--- src/rtl/rom_prefetch.sv ---
// Two-slot ROM read buffer in front of the SDRAM romrd toggle port: one demand slot, one
// prefetch slot, a single outstanding transfer, and hit/miss statistics.
module rom_prefetch #(
  parameter bit PREFETCH_EN = 1'b1
) (
  input  logic        clk,
  input  logic        rst,
  input  logic        cpu_req,
  input  logic [22:0] cpu_a,
  output logic [15:0] cpu_q,
  output logic        cpu_ack,
  input  logic        flush,
  output logic        romrd_req,
  input  logic        romrd_ack,
  output logic [22:0] romrd_a,
  input  logic [15:0] romrd_q,
  output logic [15:0] hit_cnt,
  output logic [15:0] miss_cnt
);

  typedef enum logic [2:0] {
    StIdle,
    StDemand,
    StPref,
    StPrefWait,
    StDone
  } state_e;

  state_e      state_q;

  // Registered copies of the bus inputs; the FSM decides on these only.
  logic        req_q;
  logic [22:0] a_q;
  logic        ack_q;
  logic [15:0] rdata_q;

  // Current cpu_req high period has already been acknowledged.
  logic        acked_q;
  // Outstanding transfer was overtaken by a flush; its data must not be cached.
  logic        drop_q;

  logic        d_valid_q;
  logic [22:0] d_tag_q;
  logic [15:0] d_data_q;
  logic        p_valid_q;
  logic [22:0] p_tag_q;
  logic [15:0] p_data_q;

  logic        d_hit;
  logic        p_hit;
  logic        hit;
  logic [15:0] hit_data;
  logic        new_req;
  logic        xfer_done;
  logic        keep;

  function automatic logic [15:0] sat_inc(input logic [15:0] v);
    return (v == 16'hFFFF) ? v : v + 16'd1;
  endfunction

  always_comb begin
    d_hit     = d_valid_q && (d_tag_q == a_q) && !flush;
    p_hit     = p_valid_q && (p_tag_q == a_q) && !flush;
    hit       = d_hit || p_hit;
    hit_data  = d_hit ? d_data_q : p_data_q;
    new_req   = req_q && !acked_q;
    xfer_done = (romrd_req == ack_q);
    keep      = !drop_q && !flush;
  end

  always_ff @(posedge clk or posedge rst) begin
    if (rst) begin
      state_q   <= StIdle;
      req_q     <= 1'b0;
      a_q       <= '0;
      ack_q     <= 1'b0;
      rdata_q   <= '0;
      acked_q   <= 1'b0;
      drop_q    <= 1'b0;
      d_valid_q <= 1'b0;
      d_tag_q   <= '0;
      d_data_q  <= '0;
      p_valid_q <= 1'b0;
      p_tag_q   <= '0;
      p_data_q  <= '0;
      cpu_q     <= '0;
      cpu_ack   <= 1'b0;
      romrd_req <= 1'b0;
      romrd_a   <= '0;
      hit_cnt   <= '0;
      miss_cnt  <= '0;
    end else begin
      req_q   <= cpu_req;
      a_q     <= cpu_a;
      ack_q   <= romrd_ack;
      rdata_q <= romrd_q;
      cpu_ack <= 1'b0;
      if (!req_q) acked_q <= 1'b0;
      if (flush) drop_q <= 1'b1;

      unique case (state_q)
        StIdle: begin
          if (new_req) begin
            if (hit) begin
              cpu_ack <= 1'b1;
              cpu_q   <= hit_data;
              acked_q <= 1'b1;
              hit_cnt <= sat_inc(hit_cnt);
              state_q <= StDone;
            end else begin
              romrd_req <= ~romrd_req;
              romrd_a   <= a_q;
              drop_q    <= flush;
              miss_cnt  <= sat_inc(miss_cnt);
              state_q   <= StDemand;
            end
          end
        end

        StDemand: begin
          if (xfer_done) begin
            if (keep) begin
              d_valid_q <= 1'b1;
              d_tag_q   <= romrd_a;
              d_data_q  <= rdata_q;
            end
            cpu_ack <= 1'b1;
            cpu_q   <= rdata_q;
            acked_q <= 1'b1;
            if (PREFETCH_EN) begin
              romrd_req <= ~romrd_req;
              romrd_a   <= romrd_a + 23'd1;
              drop_q    <= flush;
              state_q   <= StPref;
            end else begin
              state_q <= StDone;
            end
          end
        end

        StPref: begin
          if (xfer_done) begin
            if (keep) begin
              p_valid_q <= 1'b1;
              p_tag_q   <= romrd_a;
              p_data_q  <= rdata_q;
            end
            if (new_req && (a_q == romrd_a)) begin
              cpu_ack <= 1'b1;
              cpu_q   <= rdata_q;
              acked_q <= 1'b1;
              hit_cnt <= sat_inc(hit_cnt);
              state_q <= StDone;
            end else if (req_q && acked_q) begin
              state_q <= StDone;
            end else begin
              // A still-waiting unrelated request takes the miss path from idle.
              state_q <= StIdle;
            end
          end else if (new_req) begin
            if (hit) begin
              cpu_ack <= 1'b1;
              cpu_q   <= hit_data;
              acked_q <= 1'b1;
              hit_cnt <= sat_inc(hit_cnt);
            end else if (a_q == romrd_a) begin
              state_q <= StPrefWait;
            end
          end
        end

        StPrefWait: begin
          if (xfer_done) begin
            if (keep) begin
              p_valid_q <= 1'b1;
              p_tag_q   <= romrd_a;
              p_data_q  <= rdata_q;
            end
            cpu_ack <= 1'b1;
            cpu_q   <= rdata_q;
            acked_q <= 1'b1;
            hit_cnt <= sat_inc(hit_cnt);
            state_q <= StDone;
          end
        end

        StDone: begin
          if (!req_q) state_q <= StIdle;
        end

        default: state_q <= StIdle;
      endcase

      // Flush wins over any slot write in the same cycle.
      if (flush) begin
        d_valid_q <= 1'b0;
        p_valid_q <= 1'b0;
      end
    end
  end

endmodule

--- config.mk ---
export PLATFORM = sky130hd
export DESIGN_NAME = rom_prefetch
export DESIGN_NICKNAME = d
export VERILOG_FILES = /design/src/rtl/rom_prefetch.sv
export SDC_FILE = /design/constraint.sdc
export NUM_CORES = 1
export LEC_CHECK = 0
export BUFFER_PORTS_ARGS = -buffer_cell sky130_fd_sc_hd__buf_4
export CAP_MARGIN = 20
export CORE_MARGIN = 5
export CORE_UTILIZATION = 58
export CTS_BUF_LIST = sky130_fd_sc_hd__clkbuf_16
export DETAILED_ROUTE_END_ITERATION = 6
export PLACE_DENSITY = 0.8
export SYNTH_ARGS = -nofsm -noshare
export SYNTH_HDL_FRONTEND = slang
export SYNTH_SLANG_ARGS = --single-unit
export TNS_END_PERCENT = 50
--- constraint.sdc ---
create_clock -name clk -period 8.63 [get_ports clk]
set_clock_uncertainty 0.1 [all_clocks]
set_input_delay 0.863 -clock clk [delete_from_list [all_inputs] [get_ports clk]]
set_output_delay 0.863 -clock clk [all_outputs]
set_load 0.005 [all_outputs]
==> run metrics <==
Post-Syn Area 0.00918 mm^2; Synth Flop Type dfrtp_1; maximum clock frequency 0.276 GHz; Critical Path Sink Type register; Area growth, synth to finish 16.9%; CTS root buffer clkbuf_16; Die ar. 0.0184 mm^2; Resize count post-CTS 0; Seq cells post-synth 199; min cycle time layout 3.62 ns; DRT met1 WL 9750 um; Starting Density 58.4%; RD Place Congestion 0.932; Gate power share 33.6%; ys async rst share 100%; First-pass DRT Iterations 5; VDD IR max 0.000248 V; number of synthesis warnings 0; I/O Pins 117; buffer depth of the longest clock path 2; number of flops mapped to enable cells by yosys 0; setup_tns 0 ns; Reg power frac 44.0%; Final #Nets 930; Post-DRT Antenna Nets 0; Routed met2 length 10100 um; unrepaired setup endpoints after global routing false; crit path from state_q[2]; via density per instance 5.97; antenna cells 0; first-pass GRT wire length 34800 um; WP data arrival 3.83 ns; total CTS buffers 17; slowest CP cell nand2_2; filler instances 1172; worst slack, placed 5.08 ns; Worst slew margin 29.3%; reg-to-reg startpoint state_q[2]; Clock power frac 22.4%; synthesized instance count 783; register area share after synthesis 54.3%; # setup viols final 0; Die W 136 um; placed cell areas 0.0101 mm^2; max layer used met4; H-tree depth 4; crit path kind reg2reg; initial antenna violation count 0; vias in the first global route 6531; crit share post-route 41.9%; cts hold-fix bufs 0; worst hold start drop_q; synthesized net count 830; core area 0.0157 mm^2; CP startpoint kind register; PwrDens 333 mW/mm^2; Buf+Inv Stages, Crit Path 0; largest net degree at the start of global routing 135; Worst-path clk slew 0.07 ns; die height 136 um; Hold Fails Final Rpt 0; FP Rows 46; Finished Layout Cells 1111; met3 routed WL 1520 um; post-layout instance area 0.0107 mm^2; Slew Viols, Final 0; IO Port Bufs 116; max-cap violations 0; DRT iter0 DRCs 460; share of post-route cells with drive strength above 1 29.2%; CTS tree done; Post-CTS Repair Setup Buffers 0; DRC errors left 0; overflow left after global routing 0; worst endpoint required time 8.84 ns; Netlist cell types 58; hold crit path type reg2reg; outcome finished, final reports clean; Crit path max-delay family simple AND/OR/NAND/NOR gates; Sw Ratio 37.2%; Core Util, Final 68.3%; worst-path maximum fanout 41; via count 6628; net switching power 1330 uW; clk_lat worst skew 0.44 ns; static leakage 0.00494 uW; placed insts 1079; clock sinks 199; syn avg cell area 11.7 um^2; Seq. cell area 0.00498 mm^2; crit path cell chain nor2_1 -> nand2_1 -> nor2_2 -> nand2_2 -> mux2_2; Post-Route WL 21700 um; WL/cell 19.5 um; CP max stage delay 0.73 ns; Slew @ Worst Pin 1.06 ns; Tot GR Track Use 24.2%; cell internal pwr 2240 uW; dpl hpwl 14400 um; setup ws final 5.01 ns; Multi-input gate area 0.00395 mm^2
worst paths after layout:
kind | cells past startpoint | to | slack, ns
max in group asynchronous | 3 | a_q[8] | 6.59
max | 5 | d_tag_q[5] | 5.01
min in group asynchronous | 2 | d_tag_q[21] | 0.50
min | 1 | drop_q | 0.38
min reg2reg | 1 | drop_q | 0.38
max reg2reg | 5 | d_tag_q[5] | 5.01
worst register-to-register path, cell delays in order (launching register included):
cell and delay, ns:
dfrtp_1 0.58, nor2_1 0.27, nand2_1 0.60, nor2_2 0.66, nand2_2 0.73, mux2_2 0.56
cell usage after synthesis, types with 16 or more instances:
cell type | instances | area [um^2]
dfrtp_1 | 199 | 4980
mux2_2 | 80 | 901
xor2_1 | 80 | 701
nand2_1 | 74 | 278
nand4_1 | 28 | 175
nor4_1 | 28 | 175
nor2_1 | 26 | 97.6
a21oi_1 | 23 | 115
o21ai_0 | 22 | 110
mux2i_1 | 19 | 190
nand3_1 | 17 | 85.1
clkbuf_1 | 16 | 60.1
layer usage:
| layer | vias to the layer above | global-route usage, % |
|---|---|---|
| li1 | 3022 | - |
| met1 | 3359 | 34.7 |
| met2 | 223 | 36.7 |
| met3 | 24 | 6.76 |
| met4 | 0 | 6.89 |
| met5 | - | 0 |
through the flow:
| step | power [uW] | hold slack, ns |
|---|---|---|
| after global placement | 2700 | 0.362 |
| after detailed placement | 2760 | 0.367 |
| after floorplan | 2320 | 0.342 |
| after CTS | 3570 | 0.383 |
| after global routing | 3780 | 0.404 |
| final | 3570 | 0.378 |
cell families after synthesis:
group	after synthesis	synth area share (%)
xor gates and xnor gates	95	9.06
DFF	199	54.3
adders and majority gates	3	0.409
and+or+nand+nor	235	13.4
buffers and inverters	47	2.71
muxes	102	12.3
AOI/OAI and AO/OA	102	7.84
layout make-up:
| type | count | area share [%] |
|---|---|---|
| flip-flops and latches | 199 | 46.4 |
| multi-input cells | 537 | 36.8 |
| repair buffers | 120 | 8.37 |
| clock buffers | 17 | 3.97 |
| well taps | 216 | 2.52 |
| clock inverters | 14 | 1.53 |
| inverters | 8 | 0.350 |
registers in the layout, indices dropped and copies added, names as in the netlist:
signal,count
cpu_q,16
acked_q,1
p_tag_q,23
d_data_q,16
p_data_q,16
d_valid_q,1
d_tag_q,23
rdata_q,16
drop_q,1
cpu_ack,1
state_q,3
a_q,23
romrd_a,23
ack_q,1
romrd_req,1
hit_cnt,16
req_q,1
p_valid_q,1
miss_cnt,16
placed cells by master (no fill, tap or decap), drive strengths merged, types with 2 or more instances in the layout:
cell type  instances
a211oi             4
a21oi             24
a311oi             4
a31oi              4
a41oi              2
and2               5
and3              13
and4               8
buf              120
bufinv             2
clkbuf            17
clkinvlp           3
dfrtp            199
ha                 3
inv               16
mux2              83
mux2i             19
nand2             74
nand2b             6
nand3             20
nand4             28
nor2              28
nor2b              2
nor3              16
nor4              28
o211ai            17
o21ai             23
o22ai             13
o311ai             2
or2                4
xnor2             15
xor2              80
power groups by stage:
| stage | Clock [uW] | Sequential [uW] | Combinational, uW |
|---|---|---|---|
| global route | 852 | 1610 | 1320 |
| CTS | 812 | 1560 | 1200 |
| floorplan | 0 | 1450 | 867 |
| detailed placement | 0 | 1570 | 1180 |
| global placement | 0 | 1560 | 1140 |
| finish | 801 | 1570 | 1200 |
Note: power is estimated with default switching activity, not from simulation.
